### src/rtl/pt_pkg.sv
// Shared Pan-Tompkins definitions: sample type, derivative kernel constants
// and the priming state encoding used by the derivative stage.
package pt_pkg;

    localparam int DEF_DATA_WIDTH  = 11;
    localparam int DERIV_SHIFT     = 3;
    localparam int DERIV_PRIME_CNT = 4;

    typedef logic signed [DEF_DATA_WIDTH-1:0] sample_t;

    typedef enum logic {
        PRIME,
        RUN
    } deriv_state_t;

endpackage

### src/rtl/deriv_tap_line.sv
// Four-deep sample history for the derivative kernel; shifts only on an
// accepted input and is flushed by reset or clear.
module deriv_tap_line
    import pt_pkg::*;
#(
    parameter int DATA_WIDTH = DEF_DATA_WIDTH
) (
    input  logic                  clk,
    input  logic                  rstn,
    input  logic                  clear,
    input  logic                  shift,
    input  logic [DATA_WIDTH-1:0] din,
    output logic [DATA_WIDTH-1:0] x1,
    output logic [DATA_WIDTH-1:0] x2,
    output logic [DATA_WIDTH-1:0] x3,
    output logic [DATA_WIDTH-1:0] x4
);

    always_ff @(posedge clk) begin
        if (!rstn || clear) begin
            x1 <= '0;
            x2 <= '0;
            x3 <= '0;
            x4 <= '0;
        end else if (shift) begin
            x4 <= x3;
            x3 <= x2;
            x2 <= x1;
            x1 <= din;
        end
    end

endmodule

### src/rtl/derivative_filter.sv
// Pan-Tompkins derivative y(n) = (2x(n) + x(n-1) - x(n-3) - 2x(n-4)) / 8 with a
// valid/ready stream, two-stage pipeline and priming FSM. DERIV_ROUND_EN selects round-half-up.
module derivative_filter
    import pt_pkg::*;
#(
    parameter int DATA_WIDTH = DEF_DATA_WIDTH
) (
    input  logic                  clk,
    input  logic                  rstn,
    input  logic                  en,
    input  logic                  clear,
    input  logic                  in_valid,
    input  logic [DATA_WIDTH-1:0] in_data,
    output logic                  in_ready,
    output logic                  out_valid,
    output logic [DATA_WIDTH-1:0] out_data,
    input  logic                  out_ready
);

    localparam int SUM_WIDTH = DATA_WIDTH + 3;

    logic [DATA_WIDTH-1:0]        x1, x2, x3, x4;
    logic signed [SUM_WIDTH-1:0]  sum_p0;
    logic signed [SUM_WIDTH-1:0]  sum_p1;
    logic                         vld_p1;
    logic [DATA_WIDTH-1:0]        data_p2;
    logic                         vld_p2;
    deriv_state_t                 state;
    logic [2:0]                   prime_cnt;
    logic                         stall;
    logic                         advance;
    logic                         accept;
    logic                         run_now;

    function automatic logic signed [SUM_WIDTH-1:0] sext(input logic [DATA_WIDTH-1:0] v);
        return {{(SUM_WIDTH-DATA_WIDTH){v[DATA_WIDTH-1]}}, v};
    endfunction

    function automatic logic [DATA_WIDTH-1:0] scale(input logic signed [SUM_WIDTH-1:0] s);
        logic signed [SUM_WIDTH-1:0] t;
`ifdef DERIV_ROUND_EN
        t = s + $signed(SUM_WIDTH'(1 << (DERIV_SHIFT - 1)));
`else
        t = s;
`endif
        t = t >>> DERIV_SHIFT;
        return t[DATA_WIDTH-1:0];
    endfunction

    assign stall     = vld_p2 && !out_ready;
    assign advance   = en && !stall;
    assign in_ready  = en && !clear && !stall;
    assign accept    = in_valid && in_ready;
    assign out_valid = vld_p2 && en;
    assign out_data  = data_p2;

    // The accept that completes priming already sees a full four-sample history.
    assign run_now = (state == RUN) || (prime_cnt == 3'(DERIV_PRIME_CNT));

    deriv_tap_line #(
        .DATA_WIDTH(DATA_WIDTH)
    ) u_taps (
        .clk  (clk),
        .rstn (rstn),
        .clear(clear),
        .shift(accept),
        .din  (in_data),
        .x1   (x1),
        .x2   (x2),
        .x3   (x3),
        .x4   (x4)
    );

    // x(n-2) has a zero coefficient in this kernel.
    logic unused_x2;
    assign unused_x2 = ^x2;

    assign sum_p0 = (sext(in_data) <<< 1) + sext(x1) - sext(x3) - (sext(x4) <<< 1);

    always_ff @(posedge clk) begin
        if (!rstn || clear) begin
            sum_p1    <= '0;
            vld_p1    <= 1'b0;
            data_p2   <= '0;
            vld_p2    <= 1'b0;
            state     <= PRIME;
            prime_cnt <= '0;
        end else if (advance) begin
            // stage 1: tap sum
            sum_p1 <= sum_p0;
            vld_p1 <= accept && run_now;
            // stage 2: scale to output width
            data_p2 <= scale(sum_p1);
            vld_p2  <= vld_p1;
            if (accept && state == PRIME) begin
                if (prime_cnt == 3'(DERIV_PRIME_CNT))
                    state <= RUN;
                else
                    prime_cnt <= prime_cnt + 3'd1;
            end
        end
    end

endmodule

### config.mk
export PLATFORM = sky130hd
export DESIGN_NAME = derivative_filter
export DESIGN_NICKNAME = d
export VERILOG_FILES = /design/src/rtl/pt_pkg.sv /design/src/rtl/deriv_tap_line.sv /design/src/rtl/derivative_filter.sv
export SDC_FILE = /design/constraint.sdc
export NUM_CORES = 1
export LEC_CHECK = 0
export BUFFER_PORTS_ARGS = -buffer_cell sky130_fd_sc_hd__buf_2
export CAP_MARGIN = 20
export CORE_UTILIZATION = 30
export CTS_BUF_LIST = sky130_fd_sc_hd__clkbuf_8
export CTS_CLUSTER_SIZE = 10
export DETAILED_ROUTE_END_ITERATION = 6
export MAX_ROUTING_LAYER = met4
export PLACE_DENSITY = 0.43
export SLEW_MARGIN = 10
export SYNTH_ARGS = -nofsm -noshare
export SYNTH_HDL_FRONTEND = slang
export SYNTH_HIERARCHICAL = 1
export SYNTH_SLANG_ARGS = --single-unit
### constraint.sdc
create_clock -name clk -period 4.18 [get_ports clk]
set_clock_uncertainty 0.05 [all_clocks]
set_input_delay 0.836 -clock clk [delete_from_list [all_inputs] [get_ports clk]]
set_output_delay 0.836 -clock clk [all_outputs]
set_load 0.05 [all_outputs]
Yosys cells after proc, flatten, opt, wreduce, memory -nomap -nowiden
Index checks and enable logic that the tools add are counted. W data, S select, Z words.

Input port bits: 17. Output and inout port bits: 13. Word-level logic and storage cells: 33. Register bits after elaboration: 75.

Reductions and logical operators: 16. Bitwise logic cells: 2. Equality and inequality tests: 1. $add $sub $neg: 4.

Operators by type and width (count): $sub A13 B11 Y14 (1); $sub A14 B12 Y14 (1); $add A12 B11 Y13 (1); $logic_and A1 B1 Y1 (8); $reduce_and A3 Y1 (2); $logic_not A1 Y1 (4); $add A3 B1 Y3 const B (1); $eq A3 B3 Y1 const B (1); $logic_or A1 B1 Y1 (2); $not A1 Y1 (2).

Logic depth before layout (Yosys ltp)
Word-level depth: 7. Depth in mapped cells: 11. Depth with buffers taken out: 10.

Cells and area by module
Netlist, hierarchy kept.

Modules (own cells, without submodules): derivative_filter (seq. area each 560.5 µm², times used 1, cells each 280, area each 2366.0 µm²); deriv_tap_line (seq. area each 880.8 µm², times used 1, cells each 143, area each 1609.0 µm²).

Least setup slack after synthesis
No wires, ideal clock.

Path type: input to register. From: input port in_data[4]. To: register sum_p1[12]. Setup time: 0.062 ns. Path buffers: 0. Arrival time: 3.234 ns. Cell stages on the path: 10. Data required time: 4.068 ns. Slack: 0.833 ns. Cell sequence: inv_1 > fa_1 > fa_1 > inv_1 > ha_1 > and3_4 > a21boi_4 > o31ai_1 > a2111o_1 > nand3_1.

Cells in the longest elaborated chain, start to end: 3.

Ends and longest elaborated chain: from (decl) (line derivative_filter.sv:13) `input logic [DATA_WIDTH-1:0] in_data,`; $add A12 B11 Y13 (line derivative_filter.sv:78) `assign sum_p0 = (sext(in_data) <<< 1) + sext(x1) - sext(x3) - (sext(x4) <<< 1);`; $sub A13 B11 Y14 (line derivative_filter.sv:78); $sub A14 B12 Y14 (line derivative_filter.sv:78); to (signal assigned) (line derivative_filter.sv:90) `sum_p1 <= sum_p0;`; to (decl) (line derivative_filter.sv:24) `logic signed [SUM_WIDTH-1:0] sum_p1;`.

No other way between the ends. A chain may end at the register's enable or synchronous reset.

Final worst setup path
Ends and elaborated chain as after synthesis.

==> results by group <==
Finish
  • Area Overhead vs Synth: 9.35%
  • Non-filler cells, final: slightly above 600
  • Final instance area: 4350 um2
  • Share of layout cells above drive strength 1: 12.7%
  • # diodes: 0
  • Final Core Density: about a third
  • Number of nets in the layout: 503

CTS
  • Clock Latency Late Sink: 0.34 ns
  • Post_cts resized: 0
  • Num CTS Buffers: 9
  • CTS tree: yes
  • Clk sinks: 72
  • CTS max path bufs: 2
  • # Post-CTS Setup Buffers: 0
  • Root Buffer: clkbuf_8
  • Clock slew at reported path FFs: around 0.070 ns
  • # hold bufs at CTS: 0
  • H-Tree Depth: 3

Job
  • Max cap viols: 0

Global route
  • Global Route Usage Sum: 12.9%
  • First-pass GRT wire length: 13200 um
  • Total congestion overflow: 0
  • Largest net degree at the start of global routing: 48
  • Vias in the first global route: 2952
  • Initial antenna violation count: 0

Power and ir drop
  • Combinational share of power: 15.0%
  • Sequential power share: 50.8%
  • P_sw: 369 uW
  • Net Sw Frac: 26.8%
  • Power share of the clock group: 34.2%
  • Max VDD drop: 0.000174 V
  • Total power: about 1400 uW
  • P_int: a little over 1000 uW
  • PD cells: 317 nW/um2
  • Static Leak: roughly 0.0017 uW

Worst setup path
  • Critical Path Source Type: input pin
  • R2r worst-path depth: 9
  • Worst r2r src: u_taps/x3[5]$_SDFFE_PP0P_
  • Worst R2R End: sum_p1[12]$_SDFFE_PP0P_
  • R2r setup slk: 1.18 ns
  • Crit Path Category: input pin to register
  • Crit path capture type: register
  • Critical path arrival: between 3 and 4 ns
  • CP Launch Point: in_data[4]
  • Worst endpoint required time: 4.41 ns
  • CP max FO: 6
  • Setup crit end: sum_p1[12]$_SDFFE_PP0P_

Route
  • Initial DRC count: between 100 and 150
  • Total number of vias: 2854
  • DR WL/cell: 11.9 um
  • Vias per cell: 4.59
  • Pre-Repair DR Iteration Count: 4
  • Antenna Nets Post-Route: 0
  • Remaining DRCs: 0
  • Total wire length: 7390 um

Yosys
  • Yosys Warn Count: 6
  • Async S/R FF share, synth: 0%
  • Post-synth EDFFs: 0
  • Net Count, Synth: around 480
  • Mapped Area: about 4000 um2
  • Synth cell types: 50
  • Synth area leader: dfxtp_1
  • Top cells by area, synth: dfxtp_1 (36%), mux2i_1 (12%), fa_1 (11%)
  • Post-Synthesis Cells: 423
  • Top-area cell type share of the netlist area: 36.3%
  • Main synth FF type: dfxtp_1
  • Sequential share of the synthesized area: a little over a third
  • Syn avg cell area: 9.40 um2
  • Yosys reg bits: 72

Timing
  • Fmax: 301 MHz
  • Slew @ Worst Pin: 0.810 ns
  • Max-slew violation count: 0
  • Final-report hold violation count: 0
  • Fin Setup TNS: 0 ns
  • RSZ-0062 raised after global routing: no
  • Final setup viols: 0
  • Max-slew headroom: 45.8%
  • Tmin final: 3.32 ns
  • Final critical-path share of the clock period: approximately four fifths

Place
  • IO buf count: 29
  • Dpl cell area: 4190 um2
  • GPL Wtd Cong: 0.751
  • Post-Place Cells: 609
  • Detailed Place HPWL: 5380 um

Floorplanning
  • Initial Utilization: 31.1%
  • Die W: roughly 120 um
  • I/O pin total: 30
  • Die H: 117 um
  • Die area: 13700 um2
  • Site Rows: 41
  • Core Area: ~13000 um2

Min path
  • Hold Crit Class: register to register

Outcome
  • Status: completed
cells in the final DEF, fill, tap and decap left out, types with 4 or more instances in the layout:
master,n
a211oi_1,8
a21oi_1,28
buf_2,29
buf_4,4
clkbuf_8,11
dfxtp_1,72
fa_1,22
ha_1,16
inv_1,49
mux2i_1,46
nand2_1,33
nand3_1,14
nor2_1,60
nor2b_1,4
nor3_1,5
o21ai_0,7
registers in the layout (all words and copies together) (netlist names):
signal	cells
u_taps/x4	11
u_taps/x3	11
vld_p2	1
prime_cnt	3
vld_p1	1
sum_p1	11
u_taps/x1	11
u_taps/x2	11
out_data	11
state	1
power groups by stage:
| stage | Combinational, uW | Sequential (uW) | Clock (uW) |
|---|---|---|---|
| after CTS | 212 | 701 | 501 |
| after detailed placement | 211 | 717 | 0 |
| after global routing | 237 | 701 | 533 |
| after global placement | 210 | 717 | 0 |
| final | 207 | 701 | 472 |
| after floorplan | 167 | 719 | 0 |
kinds of logic after synthesis:
family | Yosys count | synth area share [%]
AND/OR/NAND/NOR | 129 | 14.2
adder cells (fa/ha/maj) | 38 | 16.1
flip-flops | 72 | 36.3
multiplexers | 46 | 11.6
XOR/XNOR | 6 | 1.32
AO/OA/AOI/OAI | 65 | 11.4
buffers and inverters | 67 | 9.16
critical path, cell delays in order:
cell and delay, ns:
buf_2 0.09, inv_1 0.05, fa_1 0.50, fa_1 0.51, inv_1 0.04, ha_1 0.37, and3_4 0.24, a21boi_4 0.23
o31ai_1 0.15, a2111o_1 0.43, nand3_1 0.08
synthesized netlist by cell type (all sizes together) (2+ instances only):
master,n
mux2i,46
dfxtp,72
nor2,60
xor2,3
o21a,2
and3,3
nand3,14
ha,16
xnor2,3
clkbuf,7
a21boi,2
nor2b,5
o21bai,2
nand2,33
a21o,3
a211oi,8
nor3,5
o21ai,8
fa,22
inv,48
a21oi,28
buf,12
and2,2
per-layer routing:
| metal | wire [um] | GRT usage, % |
|---|---|---|
| met1 | 3430 | 14.1 |
| met2 | 3660 | 22.3 |
| met3 | 231 | 4.48 |
| met4 | 72 | 3.54 |
| met5 | 0 | - |
final cells by class:
class,instances,area (um2)
flip-flops and latches,72,1440
clock inverters,2,8.76
multi-input cells,284,2170
clock buffers,11,151
well taps,172,215
repair buffers,33,175
fillers,1378,8430
inverters,48,180
worst min-delay path by stage:
stage                             from  slack, ns                         to  cells past startpoint
2_1_floorplan  sum_p1[13]$_SDFFE_PP0P_       0.38  out_data[10]$_SDFFE_PP0P_                      2
3_3_place_gp    sum_p1[4]$_SDFFE_PP0P_       0.39     sum_p1[4]$_SDFFE_PP0P_                      2
3_5_place_dp    sum_p1[4]$_SDFFE_PP0P_       0.39     sum_p1[4]$_SDFFE_PP0P_                      2
4_1_cts         sum_p1[4]$_SDFFE_PP0P_       0.41     sum_p1[4]$_SDFFE_PP0P_                      2
5_1_grt         sum_p1[9]$_SDFFE_PP0P_       0.42   out_data[6]$_SDFFE_PP0P_                      2
6_report        sum_p1[8]$_SDFFE_PP0P_       0.40   out_data[5]$_SDFFE_PP0P_                      2
metrics by stage:
step / setup slack [ns] / hold WS (ns)
floorplan: 0.833 / 0.377
global placement: 0.490 / 0.395
detailed placement: 0.496 / 0.394
CTS: 0.865 / 0.406
global route: 0.702 / 0.420
finish: 0.861 / 0.402
Power figures use the tool's default switching activity.
